### src/rtl/uart_apb_bridge_pkg.sv
// Shared constants and frame FSM state type for the UART-to-APB debug bridge.
package uart_apb_bridge_pkg;

   localparam logic [7:0] OPC_WRITE = 8'h57;
   localparam logic [7:0] OPC_READ  = 8'h52;
   localparam logic [7:0] RSP_ACK   = 8'h06;
   localparam logic [7:0] RSP_NAK   = 8'h15;

   typedef enum logic [2:0] {
      IDLE,
      OPC,
      ADDR,
      DATA,
      SETUP,
      ACCESS,
      RESP,
      NAK
   } state_t;

endpackage

### src/rtl/uart_apb_bridge_if.sv
// APB bus between the bridge (initiator) and the fabric it drives.
interface uart_apb_bridge_if;

   logic [31:0] m_apb_addr;
   logic        m_apb_sel;
   logic        m_apb_ena;
   logic        m_apb_write;
   logic [31:0] m_apb_wdata;
   logic [3:0]  m_apb_pstb;
   logic [31:0] m_apb_rdata;
   logic        m_apb_rready;

   modport master (
      output m_apb_addr, m_apb_sel, m_apb_ena, m_apb_write, m_apb_wdata, m_apb_pstb,
      input  m_apb_rdata, m_apb_rready
   );

   modport slave (
      input  m_apb_addr, m_apb_sel, m_apb_ena, m_apb_write, m_apb_wdata, m_apb_pstb,
      output m_apb_rdata, m_apb_rready
   );

endinterface

### src/rtl/uart_apb_bridge_phy.sv
// 8N1 UART byte engine: synchronised receiver with start-bit glitch rejection
// and a transmitter that accepts the next byte during the last stop-bit cycle.
module uart_apb_bridge_phy #(
   parameter int unsigned CLK_DIV = 868
) (
   input  logic       clock,
   input  logic       reset,
   input  logic       rxd,
   output logic       txd,
   output logic       rx_valid,
   output logic [7:0] rx_data,
   output logic       rx_ferr,
   input  logic       tx_valid,
   output logic       tx_ready,
   input  logic [7:0] tx_data
);

   localparam int unsigned    CW        = $clog2(CLK_DIV);
   localparam logic [CW-1:0]  BIT_LAST  = CW'(CLK_DIV - 1);
   localparam logic [CW-1:0]  HALF_LAST = CW'(CLK_DIV / 2 - 1);

   typedef enum logic [1:0] {RX_IDLE, RX_START, RX_DATA, RX_STOP} rx_state_t;

   rx_state_t     rx_state;
   logic          rx_meta, rx_sync, rx_prev;
   logic [CW-1:0] rx_cnt;
   logic [2:0]    rx_bit;
   logic [7:0]    rx_sr;

   // NOTE: all state updates use non-blocking assignments so every register
   // samples the pre-edge values regardless of statement order.
   always_ff @(posedge clock or posedge reset) begin
      if (reset) begin
         rx_meta  <= 1'b1;
         rx_sync  <= 1'b1;
         rx_prev  <= 1'b1;
         rx_state <= RX_IDLE;
         rx_cnt   <= '0;
         rx_bit   <= '0;
         rx_sr    <= '0;
         rx_valid <= 1'b0;
         rx_data  <= '0;
         rx_ferr  <= 1'b0;
      end else begin
         rx_meta  <= rxd;
         rx_sync  <= rx_meta;
         rx_prev  <= rx_sync;
         rx_valid <= 1'b0;
         case (rx_state)
            RX_IDLE: begin
               if (rx_prev && !rx_sync) begin
                  rx_state <= RX_START;
                  rx_cnt   <= '0;
               end
            end
            RX_START: begin
               if (rx_cnt == HALF_LAST) begin
                  rx_cnt   <= '0;
                  rx_bit   <= '0;
                  rx_state <= rx_sync ? RX_IDLE : RX_DATA;
               end else begin
                  rx_cnt <= rx_cnt + 1'b1;
               end
            end
            RX_DATA: begin
               if (rx_cnt == BIT_LAST) begin
                  rx_cnt <= '0;
                  rx_sr  <= {rx_sync, rx_sr[7:1]};
                  rx_bit <= rx_bit + 1'b1;
                  if (rx_bit == 3'd7) rx_state <= RX_STOP;
               end else begin
                  rx_cnt <= rx_cnt + 1'b1;
               end
            end
            RX_STOP: begin
               if (rx_cnt == BIT_LAST) begin
                  rx_cnt   <= '0;
                  rx_valid <= 1'b1;
                  rx_data  <= rx_sr;
                  rx_ferr  <= !rx_sync;
                  rx_state <= RX_IDLE;
               end else begin
                  rx_cnt <= rx_cnt + 1'b1;
               end
            end
            default: rx_state <= RX_IDLE;
         endcase
      end
   end

   logic          tx_busy;
   logic [8:0]    tx_sr;
   logic [3:0]    tx_bit;
   logic [CW-1:0] tx_cnt;

   // Ready in the final stop-bit cycle so response bytes go out back-to-back.
   assign tx_ready = !tx_busy || (tx_bit == 4'd9 && tx_cnt == BIT_LAST);

   always_ff @(posedge clock or posedge reset) begin
      if (reset) begin
         txd     <= 1'b1;
         tx_busy <= 1'b0;
         tx_sr   <= '1;
         tx_bit  <= '0;
         tx_cnt  <= '0;
      end else if (tx_valid && tx_ready) begin
         txd     <= 1'b0;
         tx_busy <= 1'b1;
         tx_sr   <= {1'b1, tx_data};
         tx_bit  <= '0;
         tx_cnt  <= '0;
      end else if (tx_busy) begin
         if (tx_cnt == BIT_LAST) begin
            tx_cnt <= '0;
            if (tx_bit == 4'd9) begin
               tx_busy <= 1'b0;
            end else begin
               tx_bit <= tx_bit + 1'b1;
               txd    <= tx_sr[0];
               tx_sr  <= {1'b1, tx_sr[8:1]};
            end
         end else begin
            tx_cnt <= tx_cnt + 1'b1;
         end
      end
   end

endmodule

### src/rtl/uart_apb_bridge.sv
// UART-driven APB initiator: decodes write/read frames, runs one APB transfer
// and returns ACK, read data or NAK. Optional UART_APB_BRIDGE_TIMEOUT_EN drops stalled frames.
module uart_apb_bridge
   import uart_apb_bridge_pkg::*;
#(
   parameter int unsigned CLK_DIV        = 868,
   parameter int unsigned TIMEOUT_CYCLES = 1000000
) (
   input  logic                  clock,
   input  logic                  reset,
   input  logic                  uart_rxd,
   output logic                  uart_txd,
   output logic                  busy,
   uart_apb_bridge_if.master     apb
);

   state_t      state;
   logic [7:0]  opc;
   logic        is_write;
   logic [1:0]  byte_cnt;
   logic [31:0] addr_sr, data_sr, resp_sr;
   logic [1:0]  tx_left;
   logic        rx_valid, rx_ferr, tx_valid, tx_ready, timeout_hit;
   logic [7:0]  rx_data, tx_data;

   uart_apb_bridge_phy #(.CLK_DIV(CLK_DIV)) u_phy (
      .clock    (clock),
      .reset    (reset),
      .rxd      (uart_rxd),
      .txd      (uart_txd),
      .rx_valid (rx_valid),
      .rx_data  (rx_data),
      .rx_ferr  (rx_ferr),
      .tx_valid (tx_valid),
      .tx_ready (tx_ready),
      .tx_data  (tx_data)
   );

   // NOTE: defaults first so every path assigns both outputs and no latch is inferred.
   always_comb begin
      tx_valid = 1'b0;
      tx_data  = resp_sr[31:24];
      if (state == ACCESS && apb.m_apb_rready) begin
         // First response byte leaves on the completion edge itself.
         tx_valid = 1'b1;
         tx_data  = is_write ? RSP_ACK : apb.m_apb_rdata[31:24];
      end else if ((state == RESP || state == NAK) && tx_left != 2'd0) begin
         tx_valid = 1'b1;
      end
   end

`ifdef UART_APB_BRIDGE_TIMEOUT_EN
   logic [31:0] to_cnt;
   logic        in_frame;

   assign in_frame    = state inside {OPC, ADDR, DATA};
   assign timeout_hit = in_frame && (to_cnt == 32'(TIMEOUT_CYCLES - 1));

   always_ff @(posedge clock or posedge reset) begin
      if (reset)                      to_cnt <= '0;
      else if (rx_valid || !in_frame) to_cnt <= '0;
      else                            to_cnt <= to_cnt + 1'b1;
   end
`else
   assign timeout_hit = 1'b0;
`endif

   always_ff @(posedge clock or posedge reset) begin
      if (reset) begin
         state           <= IDLE;
         opc             <= '0;
         is_write        <= 1'b0;
         byte_cnt        <= '0;
         addr_sr         <= '0;
         data_sr         <= '0;
         resp_sr         <= '0;
         tx_left         <= '0;
         busy            <= 1'b0;
         apb.m_apb_addr  <= '0;
         apb.m_apb_sel   <= 1'b0;
         apb.m_apb_ena   <= 1'b0;
         apb.m_apb_write <= 1'b0;
         apb.m_apb_wdata <= '0;
         apb.m_apb_pstb  <= '0;
      end else if (timeout_hit) begin
         state <= IDLE;
         busy  <= 1'b0;
      end else begin
         case (state)
            IDLE: begin
               if (rx_valid && !rx_ferr) begin
                  opc   <= rx_data;
                  state <= OPC;
                  busy  <= 1'b1;
               end
            end
            OPC: begin
               byte_cnt <= '0;
               is_write <= (opc == OPC_WRITE);
               if (opc == OPC_WRITE || opc == OPC_READ) begin
                  state <= ADDR;
               end else begin
                  state   <= NAK;
                  resp_sr <= {RSP_NAK, 24'h0};
                  tx_left <= 2'd1;
               end
            end
            ADDR: begin
               if (rx_valid && rx_ferr) begin
                  state <= IDLE;
                  busy  <= 1'b0;
               end else if (rx_valid) begin
                  addr_sr  <= {addr_sr[23:0], rx_data};
                  byte_cnt <= byte_cnt + 1'b1;
                  if (byte_cnt == 2'd3 && is_write) begin
                     state <= DATA;
                  end else if (byte_cnt == 2'd3) begin
                     state           <= SETUP;
                     apb.m_apb_addr  <= {addr_sr[23:0], rx_data};
                     apb.m_apb_write <= 1'b0;
                     apb.m_apb_wdata <= '0;
                     apb.m_apb_pstb  <= 4'h0;
                     apb.m_apb_sel   <= 1'b1;
                     apb.m_apb_ena   <= 1'b0;
                  end
               end
            end
            DATA: begin
               if (rx_valid && rx_ferr) begin
                  state <= IDLE;
                  busy  <= 1'b0;
               end else if (rx_valid) begin
                  data_sr  <= {data_sr[23:0], rx_data};
                  byte_cnt <= byte_cnt + 1'b1;
                  if (byte_cnt == 2'd3) begin
                     state           <= SETUP;
                     apb.m_apb_addr  <= addr_sr;
                     apb.m_apb_write <= 1'b1;
                     apb.m_apb_wdata <= {data_sr[23:0], rx_data};
                     apb.m_apb_pstb  <= 4'hF;
                     apb.m_apb_sel   <= 1'b1;
                     apb.m_apb_ena   <= 1'b0;
                  end
               end
            end
            SETUP: begin
               apb.m_apb_ena <= 1'b1;
               state         <= ACCESS;
            end
            ACCESS: begin
               if (apb.m_apb_rready) begin
                  apb.m_apb_sel <= 1'b0;
                  apb.m_apb_ena <= 1'b0;
                  resp_sr       <= {apb.m_apb_rdata[23:0], 8'h00};
                  tx_left       <= is_write ? 2'd0 : 2'd3;
                  state         <= RESP;
               end
            end
            RESP, NAK: begin
               if (tx_valid && tx_ready) begin
                  resp_sr <= {resp_sr[23:0], 8'h00};
                  tx_left <= tx_left - 2'd1;
               end else if (tx_left == 2'd0 && tx_ready) begin
                  state <= IDLE;
                  busy  <= 1'b0;
               end
            end
            default: state <= IDLE;
         endcase
      end
   end

endmodule

### src/flat_wrapper.sv
// flat-port wrapper written by rule: the top's interface ports become plain ports
module uart_apb_bridge_flat import uart_apb_bridge_pkg::*;
#(
   parameter int unsigned CLK_DIV        = 868,
   parameter int unsigned TIMEOUT_CYCLES = 1000000
)
  (clock, reset, uart_rxd, uart_txd, busy, apb_m_apb_addr, apb_m_apb_sel, apb_m_apb_ena, apb_m_apb_write, apb_m_apb_wdata, apb_m_apb_pstb, apb_m_apb_rdata, apb_m_apb_rready);
  uart_apb_bridge_if apb_i ();
  input  logic clock;
  input  logic reset;
  input  logic uart_rxd;
  output logic uart_txd;
  output logic busy;
  output wire logic [$bits(apb_i.m_apb_addr)-1:0] apb_m_apb_addr;
  output wire logic [$bits(apb_i.m_apb_sel)-1:0] apb_m_apb_sel;
  output wire logic [$bits(apb_i.m_apb_ena)-1:0] apb_m_apb_ena;
  output wire logic [$bits(apb_i.m_apb_write)-1:0] apb_m_apb_write;
  output wire logic [$bits(apb_i.m_apb_wdata)-1:0] apb_m_apb_wdata;
  output wire logic [$bits(apb_i.m_apb_pstb)-1:0] apb_m_apb_pstb;
  input wire logic [$bits(apb_i.m_apb_rdata)-1:0] apb_m_apb_rdata;
  input wire logic [$bits(apb_i.m_apb_rready)-1:0] apb_m_apb_rready;
  assign apb_m_apb_addr = apb_i.m_apb_addr;
  assign apb_m_apb_sel = apb_i.m_apb_sel;
  assign apb_m_apb_ena = apb_i.m_apb_ena;
  assign apb_m_apb_write = apb_i.m_apb_write;
  assign apb_m_apb_wdata = apb_i.m_apb_wdata;
  assign apb_m_apb_pstb = apb_i.m_apb_pstb;
  assign apb_i.m_apb_rdata = apb_m_apb_rdata;
  assign apb_i.m_apb_rready = apb_m_apb_rready;
  uart_apb_bridge #(.CLK_DIV(CLK_DIV), .TIMEOUT_CYCLES(TIMEOUT_CYCLES)) u_core (.clock(clock), .reset(reset), .uart_rxd(uart_rxd), .uart_txd(uart_txd), .busy(busy), .apb(apb_i));
endmodule
### config.mk
export PLATFORM = sky130hd
export DESIGN_NAME = uart_apb_bridge_flat
export DESIGN_NICKNAME = d
export VERILOG_FILES = /design/src/rtl/uart_apb_bridge_pkg.sv /design/src/rtl/uart_apb_bridge_if.sv /design/src/rtl/uart_apb_bridge_phy.sv /design/src/rtl/uart_apb_bridge.sv /design/src/flat_wrapper.sv
export SDC_FILE = /design/constraint.sdc
export NUM_CORES = 1
export LEC_CHECK = 0
export BUFFER_PORTS_ARGS = -buffer_cell sky130_fd_sc_hd__buf_2
export CAP_MARGIN = 40
export CORE_UTILIZATION = 55
export CTS_BUF_LIST = sky130_fd_sc_hd__clkbuf_4
export DETAILED_ROUTE_END_ITERATION = 6
export PLACE_DENSITY = 0.75
export SYNTH_ARGS = -nofsm -noshare
export SYNTH_HDL_FRONTEND = slang
export SYNTH_SLANG_ARGS = --single-unit
### constraint.sdc
create_clock -name clock -period 14.2 [get_ports clock]
set_input_delay 0 -clock clock [delete_from_list [all_inputs] [get_ports clock]]
set_output_delay 0 -clock clock [all_outputs]
set_load 0.01 [all_outputs]
==> run_results.csv, run 1 <==
group,metric,value,unit
setup_path,cp_top_family,"compound AO/OA/AOI/OAI gates",
yosys,yosysWarnings,0,
pwr,comb_power_share,4.4,%
cells_and_area,drive_gt1_share,30.2,%
yosys,synthDistinctLibCells,66,
yosys,ys_ff_latch,224,
yosys,avgSynthCellArea,11.4,µm²
cells_and_area,fin_area,11900,µm²
routing,routed_wl,21900,µm
routing,met2_length,10500,µm
grt,grt_antenna_before_repair,1,
cells_and_area,n_fill_cell,1362,
min_path,hold_class,"primary input to register",
routing,top_layer_used,"met4",
pwr,p_seq_share,52.5,%
sta,skew,0.0259,ns
place,dp_hpwl,13500,µm
routing,wire_per_inst,16.7,µm
grt,grt_pass1_wl,35600,µm
place,place_congestion,0.857,
sta,finalSetupViolations,0,
routing,drtIter0Drc,374,
yosys,syn_nets,921,
setup_path,slowest_delay,0.60,ns
yosys,synth-edff-count,0,
clock_network,cts_tree,"yes",
place,io_buffers,108,
routing,met3_length,1130,µm
clock_network,postCtsSetupRepairBufs,0,
pwr,power,0.00126,W
routing,drc,0,
setup_path,start_kind,"register",
yosys,synth_flop_cell,"dfrtp_1",
setup_path,cp_max_fo,17,
run_status,status,"completed",
routing,drtPass1Iterations,4,
cells_and_area,seqCellArea,5620,µm²
clock_network,cts_buffer_depth,3,
yosys,yosysTopAreaCell,"dfrtp_1",
routing,wl_met1,9680,µm
cells_and_area,utilization,67.7,%
floorplan,rows,48,
yosys,synthArstFlopShare,100,%
grt,grt_max_degree,121,
yosys,netlist_instances,876,
grt,grt_overflow,0,
clock_network,clkLatencyLatePin,0.67,ns
grt,grt_pass1_vias,7114,
floorplan,start_util,57.1,%
setup_path,required,14.75,ns
grt,grt_usage,24.4,%
yosys,synth_top_area_share,53.0,%
sta,hold_viol_final,0,
setup_path,cp.buffers_inverters,0,
routing,vias_per_cell,5.50,
clock_network,root_buffer,"clkbuf_4",
routing,detail-route-antenna-nets,0,
pwr,p_leak,6.01,nW
clock_network,path_clk_slew,0.08,ns
floorplan,die_height,137,µm
yosys,synth_area_leaders,"dfrtp_1 (53%), mux2_2 (10%), nand2_1 (4.6%)",
pwr,vdd_ir_drop_max,0.0906,mV
pwr,power_density,106,nW/µm²
job,drv_cap,0,
clock_network,clock-sinks,224,
sta,slew_violations,0,
cells_and_area,multi_input_area,4060,µm²
floorplan,core,17500,µm²
pwr,clock_power_share,43.1,%
clock_network,cts_max_level,2,
cells_and_area,syn2layout_area_growth,18.6,%
sta,grt_setup_unrepaired,"no",
clock_network,cts-buffers-inserted,56,
sta,tns,0,ns
floorplan,die_w,137,µm
yosys,syn-cell-area,10000,µm²
setup_path,crit_type,"register to register",
pwr,swShare,24.2,%
place,placed_area,10800,µm²
setup_path,end_kind,"register",
floorplan,io_pins,109,
clock_network,cts_resized,0,
sta,tightest_slew,0.706,ns
routing,vias,7227,
setup_path,cp_slowest_cell,"o22ai_4",
sta,slew_headroom,52.9,%
floorplan,design.die.area,18700,µm²
yosys,yosysSeqAreaShare,56.2,%
sta,layout_min_cycle_time,2.67,ns
pwr,internal-power,0.000956,W
sta,finalCritPeriodShare,18.8,%
setup_path,arrival,3.22,ns
sta,fmax,375,MHz
cells_and_area,layout.nets,1085,
pwr,power.switching,0.000305,W
setup_path,crit_chain,"ha_1 > or3b_4 > o41a_1 > o22ai_4 > mux2_2",
## worst reg2reg max path, cell delays in order, from the launching register on
cell,delay [ns]
dfrtp_1,0.39
ha_1,0.24
or3b_4,0.42
o41a_1,0.50
o22ai_4,0.60
mux2_2,0.43
## layout by cell type, fill, tap and decap left out, types with 3 or more instances in the layout
master         netlist  routed
a22oi_1             15      15
a211o_1              3       3
a22o_1              12      12
nand4bb_1            4       4
buf_2                9     108
and2_1               3       3
clkbuf_4             0      81
nor2_1              29      28
a2bb2oi_1            4       4
nand2b_1             8       8
nor3_1               8       8
a211oi_1             3       3
nand3_1             16      15
a221o_1              4       4
dfrtp_1            212     212
dfstp_2             12      12
mux2i_1             44      44
a2111oi_0            6       6
ha_1                 9       9
inv_1               25      24
o21ai_0             82      82
and3_1               7       7
a31oi_1              7       7
or3_1                5       5
buf_4                4      11
a21o_1               4       4
nand4_1              4       4
o22ai_1              7       7
nor2b_1              3       3
dlygate4sd3_1        0      37
nor4_2               2       3
nand2_1            123     123
mux2_2              90      90
clkinv_1             0      21
o211ai_1             5       5
xor2_1               4       4
mux2_4               6       6
a21oi_1             24      24
## Yosys cell counts (all sizes together) (6+ instances only)
cell type / n
a2111oi: 6
mux2i: 44
a31oi: 7
dfrtp: 212
ha: 9
dfstp: 12
nand3: 16
nor3: 8
clkbuf: 35
nand2: 123
o22ai: 8
a22oi: 15
a22o: 12
o21ai: 83
mux2: 96
a21oi: 24
nand2b: 8
and3: 7
inv: 25
buf: 19
nor2: 29
## worst paths after layout
path,start,end,slack [ns],cells after the start
max,u_core.u_phy.tx_cnt[0]$_DFFE_PP0P_,u_core.resp_sr[25]$_DFFE_PP0P_,11.53,5
min,apb_m_apb_rdata[7],u_core.resp_sr[15]$_DFFE_PP0P_,0.1,3
max reg2reg,u_core.u_phy.tx_cnt[0]$_DFFE_PP0P_,u_core.resp_sr[25]$_DFFE_PP0P_,11.53,5
min reg2reg,u_core.u_phy.rx_meta$_DFF_PP1_,u_core.u_phy.rx_sync$_DFF_PP1_,0.36,0
max in group asynchronous,reset,u_core.opc[3]$_DFFE_PP0P_,12.23,7
min in group asynchronous,reset,u_core.apb.m_apb_wdata[24]$_DFFE_PP0P_,0.45,4
## power by group through the flow
stage / Sequential (W) / Combinational [W] / Clock (W)
final: 0.000662 / 0.0000556 / 0.000543
after global routing: 0.000663 / 0.0000634 / 0.000592
after CTS: 0.000661 / 0.0000559 / 0.000558
after detailed placement: 0.000673 / 0.0000483 / 0
after global placement: 0.000674 / 0.0000441 / 0
after floorplan: 0.000668 / 0.0000347 / 0
## repair_timing
action                                  in CTS  in global routing
hold buffers                                37                  0
endpoints found under the setup margin       0                  0
hold endpoints to repair                   181                  0
## metrics by stage
step | instances | hold slack [ns] | worst slack, ns
CTS | 1312 | 0.0474 | 11.53
global route | 1313 | 0.0612 | 11.41
detailed placement | 1170 | -0.0346 | 11.54
global placement | 1164 | 0.106 | 11.45
finish | 1313 | 0.0961 | 11.53
floorplan | 876 | 0.00448 | 8.09
## kinds of logic (layout without fill, tap and decap cells)
family	after synthesis	after routing	share of synthesized area [%]
flops	224	224	56.2
xor+xnor	5	5	0.438
compound gates	190	190	12.3
mux	140	140	15.4
simple gates	229	229	11.1
fa+ha+maj	9	9	1.13
other cells	0	1	0
buf+inv	79	290	3.39
## state kept, by name, summed over array words and instances (netlist names), 2 cells and up, named ones only
register                count
u_core.u_phy.tx_bit         4
u_core.u_phy.tx_sr          8
u_core.state                3
u_core.byte_cnt             2
u_core.u_phy.rx_data        8
u_core.u_phy.tx_cnt        10
u_core.opc                  8
u_core.apb.m_apb_wdata     32
u_core.data_sr             24
u_core.u_phy.rx_cnt        10
u_core.addr_sr             32
u_core.tx_left              2
u_core.apb.m_apb_addr      32
u_core.u_phy.rx_sr          8
u_core.resp_sr             24
u_core.u_phy.rx_bit         3
## layout make-up
class	instances	share of cell area, %
tap	225	2.37
sequential	224	47.3
clock buffer	81	5.12
inverter	25	0.854
antenna	1	0.0211
multi-input combinational	573	34.2
timing repair buffer	160	9.09
clock inverter	24	1.00
## metal layers
metal,vias to the layer above,GRT usage (%)
met5,-,0
met3,48,6.48
met1,3516,32.0
met2,171,38.0
met4,0,11.4
li1,3492,-
Power figures use the tool's default switching activity.
==> run 2, diff against run 1 <==
Clock period 14.2 ns to 2.8 ns, I/O delays scaled along.
==> run_results.csv, run 2 (synthesis results as in run 1) <==
group,metric,value,unit
place,io_buffers,108,
routing,vias,7353,
clock_network,ctsHoldBuffers,37,
setup_path,reg2reg_from,"u_core.u_phy.tx_cnt[0]$_DFFE_PP0P_",
floorplan,design.die.area,18700,µm²
floorplan,io_pins,109,
sta,tns,0,ns
floorplan,die_height,137,µm
pwr,internal-power,0.00491,W
floorplan,start_util,57.1,%
pwr,p_seq_share,52.5,%
routing,drtIter0Drc,389,
routing,wire_per_inst,16.6,µm
pwr,comb_power_share,4.3,%
sta,grt_setup_unrepaired,"no",
clock_network,cts_max_level,2,
sta,slew_headroom,51.7,%
routing,vias_per_cell,5.60,
setup_path,required,3.34,ns
grt,grt_max_degree,73,
sta,slew_violations,0,
setup_path,cp_slowest_cell,"o41a_1",
setup_path,r2r_setup_slack,0.34,ns
run_status,status,"completed",
setup_path,rr_endpoint,"u_core.resp_sr[27]$_DFFE_PP0P_",
setup_path,cp.buffers_inverters,1,
cells_and_area,layout_common_cells,"dfrtp_1 (212), nand2_1 (123), buf_2 (108)",
place,place_congestion,0.855,
place,dp_hpwl,13600,µm
floorplan,core,17500,µm²
min_path,hold_path_end,"u_core.resp_sr[13]$_DFFE_PP0P_",
grt,grt_usage,24.3,%
pwr,p_leak,6.05,nW
clock_network,root_buffer,"clkbuf_4",
pwr,clock_power_share,43.2,%
clock_network,cts_resized,0,
setup_path,cp_max_fo,12,
clock_network,cts-buffers-inserted,56,
place,pre_cts_ws,0.369,ns
min_path,worstHoldPathCells,3,
setup_path,cp_top_family,"compound AO/OA/AOI/OAI gates",
sta,finalCritPeriodShare,87.9,%
routing,drc,0,
sta,hold_viol_final,0,
clock_network,postCtsSetupRepairBufs,0,
clock_network,cts_tree,"yes",
setup_path,crit_chain,"ha_1 > or3b_4 > o41a_1 > o22ai_4 > buf_4 > mux2_2",
sta,fin_ws,0.339,ns
setup_path,start_kind,"register",
setup_path,r2r_cells,6,
sta,finalSetupViolations,0,
floorplan,die_w,137,µm
min_path,worstHoldStart,"apb_m_apb_rdata[5]",
sta,layout_min_cycle_time,2.46,ns
cells_and_area,layout.nets,1092,
setup_path,crit_type,"register to register",
setup_path,arrival,3.00,ns
cells_and_area,final_common_cell,"dfrtp_1",
min_path,hold_class,"primary input to register",
setup_path,end_kind,"register",
pwr,swShare,23.3,%
clock_network,clock-sinks,224,
cells_and_area,top_regs,"u_core.addr_sr (32), u_core.apb.m_apb_addr (32), u_core.apb.m_apb_wdata (32)",
pwr,power_density,537,nW/µm²
cells_and_area,n_fill_cell,1371,
pwr,vdd_ir_drop_max,0.418,mV
sta,skew,0.0499,ns
sta,fmax,406,MHz
sta,tightest_slew,0.723,ns
sta,timing.hold.ws,0.0870,ns
grt,grt_pass1_vias,7228,
clock_network,clkLatencyLatePin,0.69,ns
setup_path,slowest_delay,0.52,ns
grt,grt_pass1_wl,35600,µm
cells_and_area,drive_gt1_share,31.4,%
routing,drtPass1Iterations,5,
routing,routed_wl,21800,µm
routing,detail-route-antenna-nets,0,
pwr,power.switching,0.00149,W
floorplan,rows,48,
cells_and_area,syn2layout_area_growth,19.2,%
job,drv_cap,0,
grt,grt_antenna_before_repair,1,
clock_network,cts_buffer_depth,3,
grt,grt_overflow,0,
clock_network,path_clk_slew,0.08,ns
## run 2: worst max-delay path by stage
stage                                                   from                              to  slack (ns)  depth (start not counted)
after global placement    u_core.u_phy.tx_cnt[0]$_DFFE_PP0P_  u_core.resp_sr[23]$_DFFE_PP0P_        0.42                          6
after global routing      u_core.u_phy.tx_cnt[0]$_DFFE_PP0P_  u_core.resp_sr[27]$_DFFE_PP0P_        0.23                          6
final                     u_core.u_phy.tx_cnt[0]$_DFFE_PP0P_  u_core.resp_sr[27]$_DFFE_PP0P_        0.34                          6
after CTS                 u_core.u_phy.tx_cnt[0]$_DFFE_PP0P_  u_core.resp_sr[25]$_DFFE_PP0P_        0.34                          6
after detailed placement  u_core.u_phy.tx_cnt[0]$_DFFE_PP0P_  u_core.resp_sr[30]$_DFFE_PP0P_        0.37                          6
after floorplan                                        reset      asynchronous set/reset pin       -0.11                          1
## run 2: power by group through the flow
| stage | registers, W | logic, W | clock network [W] |
|---|---|---|---|
| after floorplan | 0.00339 | 0.000177 | 0 |
| after detailed placement | 0.00342 | 0.000241 | 0 |
| after global routing | 0.00337 | 0.000315 | 0.00301 |
| final | 0.00336 | 0.000278 | 0.00277 |
| after CTS | 0.00336 | 0.000281 | 0.00286 |
| after global placement | 0.00341 | 0.000231 | 0 |
## run 2: layout make-up
class                      instances  area, µm²  share of cell area, %
clock inverter                    11       68.8                  0.577
antenna                            1       2.50                 0.0210
multi-input combinational        573       4060                   34.1
inverter                          25       97.6                  0.819
tap                              225        282                   2.36
timing repair buffer             167       1140                   9.55
clock buffer                      87        653                   5.48
sequential                       224       5620                   47.1
## run 2: per-layer routing
metal	vias to the layer above	routed length, µm	track usage [%]	share of wire [%]
li1	3500	-	-	-
met1	3569	9500	31.9	44
met2	238	10600	39.1	49
met3	46	1200	5.52	5.5
met4	0	505	9.89	2.3
met5	-	0	0	0
## run 2: stage by stage
step	cell area [µm²]	util, %	std cells	power (W)
finish	11900	68.0	1313	0.00640
global route	11900	68.0	1313	0.00670
CTS	11900	68.0	1312	0.00650
detailed placement	10800	61.7	1177	0.00366
global placement	10800	61.7	1177	0.00364
floorplan	10000	-	876	0.00357
## run 2: worst register-to-register path: cells and delay by family (launching register included)
family | cells | cell delay, ns
buf+inv | 1 | 0.20
compound gates | 2 | 0.76
simple gates | 1 | 0.41
flops | 1 | 0.39
fa+ha+maj | 1 | 0.24
mux | 1 | 0.36
==> run 3, diff against run 2 <==
Settings changed: MAX_ROUTING_LAYER set to met4, REMOVE_ABC_BUFFERS set to 1, SKIP_LAST_GASP set to 1.
==> run_results.csv, run 3 (synthesis results as in run 1) <==
group,metric,value,unit
floorplan,die_height,137,µm
setup_path,r2r_cells,5,
routing,detail-route-antenna-nets,0,
setup_path,arrival,3.04,ns
cells_and_area,syn2layout_area_growth,18.8,%
sta,slew_violations,0,
grt,grt_antenna_before_repair,1,
setup_path,start_kind,"register",
setup_path,r2r_setup_slack,0.31,ns
sta,layout_min_cycle_time,2.49,ns
clock_network,cts_resized,0,
place,place_congestion,0.857,
clock_network,ctsHoldBuffers,36,
routing,vias,7338,
cells_and_area,layout.nets,1090,
sta,tightest_slew,0.848,ns
routing,drc,0,
clock_network,postCtsSetupRepairBufs,0,
pwr,power_density,532,nW/µm²
place,io_buffers,108,
run_status,status,"finished, violations left",
floorplan,die_w,137,µm
sta,fmax,402,MHz
cells_and_area,utilization,67.8,%
grt,grt_pass1_vias,7037,
setup_path,reg2reg_from,"u_core.u_phy.tx_cnt[0]$_DFFE_PP0P_",
routing,wire_per_inst,15.8,µm
grt,grt_max_degree,118,
sta,tns,0,ns
clock_network,root_buffer,"clkbuf_4",
clock_network,clkLatencyLatePin,0.67,ns
setup_path,crit_chain,"ha_1 > or3b_4 > o41a_1 > o22ai_4 > mux2_2",
place,pre_cts_ws,0.334,ns
grt,grt_usage,23.8,%
setup_path,cp_max_fo,16,
grt,grt_pass1_wl,34400,µm
grt,grt_overflow,0,
cells_and_area,top_regs,"u_core.addr_sr (32), u_core.apb.m_apb_addr (32), u_core.apb.m_apb_wdata (32)",
place,dp_hpwl,12700,µm
job,drv_cap,0,
floorplan,start_util,57.1,%
clock_network,clock-sinks,224,
cells_and_area,final_common_cell,"dfrtp_1",
routing,drtPass1Iterations,5,
routing,vias_per_cell,5.57,
clock_network,cts-buffers-inserted,55,
setup_path,end_kind,"register",
sta,slew_headroom,43.5,%
sta,timing.hold.ws,-0.0187,ns
pwr,power,0.00633,W
pwr,p_leak,6.02,nW
floorplan,design.die.area,18700,µm²
setup_path,crit_type,"register to register",
clock_network,path_clk_slew,0.07,ns
sta,fin_ws,0.310,ns
sta,hold_viol_final,2,
sta,grt_setup_unrepaired,"no",
floorplan,io_pins,109,
clock_network,cts_max_level,2,
cells_and_area,n_fill_cell,1343,
setup_path,cp.buffers_inverters,0,
floorplan,core,17500,µm²
setup_path,slowest_delay,0.52,ns
cells_and_area,layout_common_cells,"dfrtp_1 (211), nand2_1 (123), buf_2 (108)",
pwr,vdd_ir_drop_max,0.361,mV
clock_network,cts_tree,"yes",
sta,skew,0.0203,ns
routing,routed_wl,20800,µm
setup_path,required,3.35,ns
setup_path,cp_top_family,"compound AO/OA/AOI/OAI gates",
setup_path,cp_slowest_cell,"o22ai_4",
sta,finalCritPeriodShare,88.9,%
setup_path,rr_endpoint,"u_core.resp_sr[22]$_DFFE_PP0P_",
min_path,hold_class,"primary input to asynchronous set/reset pin",
run_status,violations,"negative hold slack",
clock_network,cts_buffer_depth,3,
sta,finalSetupViolations,0,
floorplan,rows,48,
routing,drtIter0Drc,441,
cells_and_area,drive_gt1_share,31.1,%
-- run 3: cell count changes in the layout (fill, tap and decap cells not counted), moves of 2 or more --
cell / change
buf_4: +3
buf_12: -3
clkinv_1: +8
clkbuf_4: -2
-- run 3: cell type report --
cell class | instances | area, µm² | share of cell area [%]
diodes | 1 | 2.50 | 0.0211
inverters | 25 | 101 | 0.853
flip-flops and latches | 224 | 5620 | 47.3
well taps | 225 | 282 | 2.37
clock inverters | 19 | 83.8 | 0.705
repair buffers | 166 | 1090 | 9.18
multi-input cells | 573 | 4070 | 34.2
clock buffers | 85 | 638 | 5.37
-- run 3: how the worst max path moves through the flow --
stage / start / end / slack [ns] / cells after the start
2_1_floorplan: reset / asynchronous set/reset pin / -3.31 / 1
6_report: u_core.u_phy.tx_cnt[0]$_DFFE_PP0P_ / u_core.resp_sr[22]$_DFFE_PP0P_ / 0.31 / 5
4_1_cts: u_core.u_phy.tx_cnt[0]$_DFFE_PP0P_ / u_core.resp_sr[22]$_DFFE_PP0P_ / 0.30 / 5
3_3_place_gp: u_core.u_phy.tx_cnt[0]$_DFFE_PP0P_ / u_core.resp_sr[22]$_DFFE_PP0P_ / 0.37 / 5
3_5_place_dp: u_core.u_phy.tx_cnt[0]$_DFFE_PP0P_ / u_core.resp_sr[22]$_DFFE_PP0P_ / 0.33 / 5
5_1_grt: u_core.u_phy.tx_cnt[1]$_DFFE_PP0P_ / u_core.resp_sr[25]$_DFFE_PP0P_ / 0.22 / 5
-- run 3: per-layer routing --
layer / track usage [%] / part of all wire [%]
met4: 10.1 / 2.5
met5: - / 0
met2: 36.4 / 48
met3: 4.15 / 4.4
met1: 31.6 / 45
-- run 3: power by group --
group	internal [W]	switching (W)	leakage, nW
logic	0.000131	0.000147	2.61
clock network	0.00139	0.00130	0.421
registers	0.00329	0.0000695	2.99
total	0.00481	0.00152	6.02
-- run 3: per-stage QoR --
stage	std cells	hold slack, ns	instance area [µm²]
finish	1318	-0.0187	11900
detailed placement	1177	0.108	10800
global route	1318	0.0576	11900
floorplan	822	0.00448	9760
global placement	1177	0.107	10800
CTS	1317	0.0359	11900
-- run 3: worst register-to-register path, cell delays in order (launching register included) --
cell and delay (ns):
dfrtp_1 0.40, ha_1 0.24, or3b_4 0.42, o41a_1 0.39, o22ai_4 0.52, mux2_2 0.42
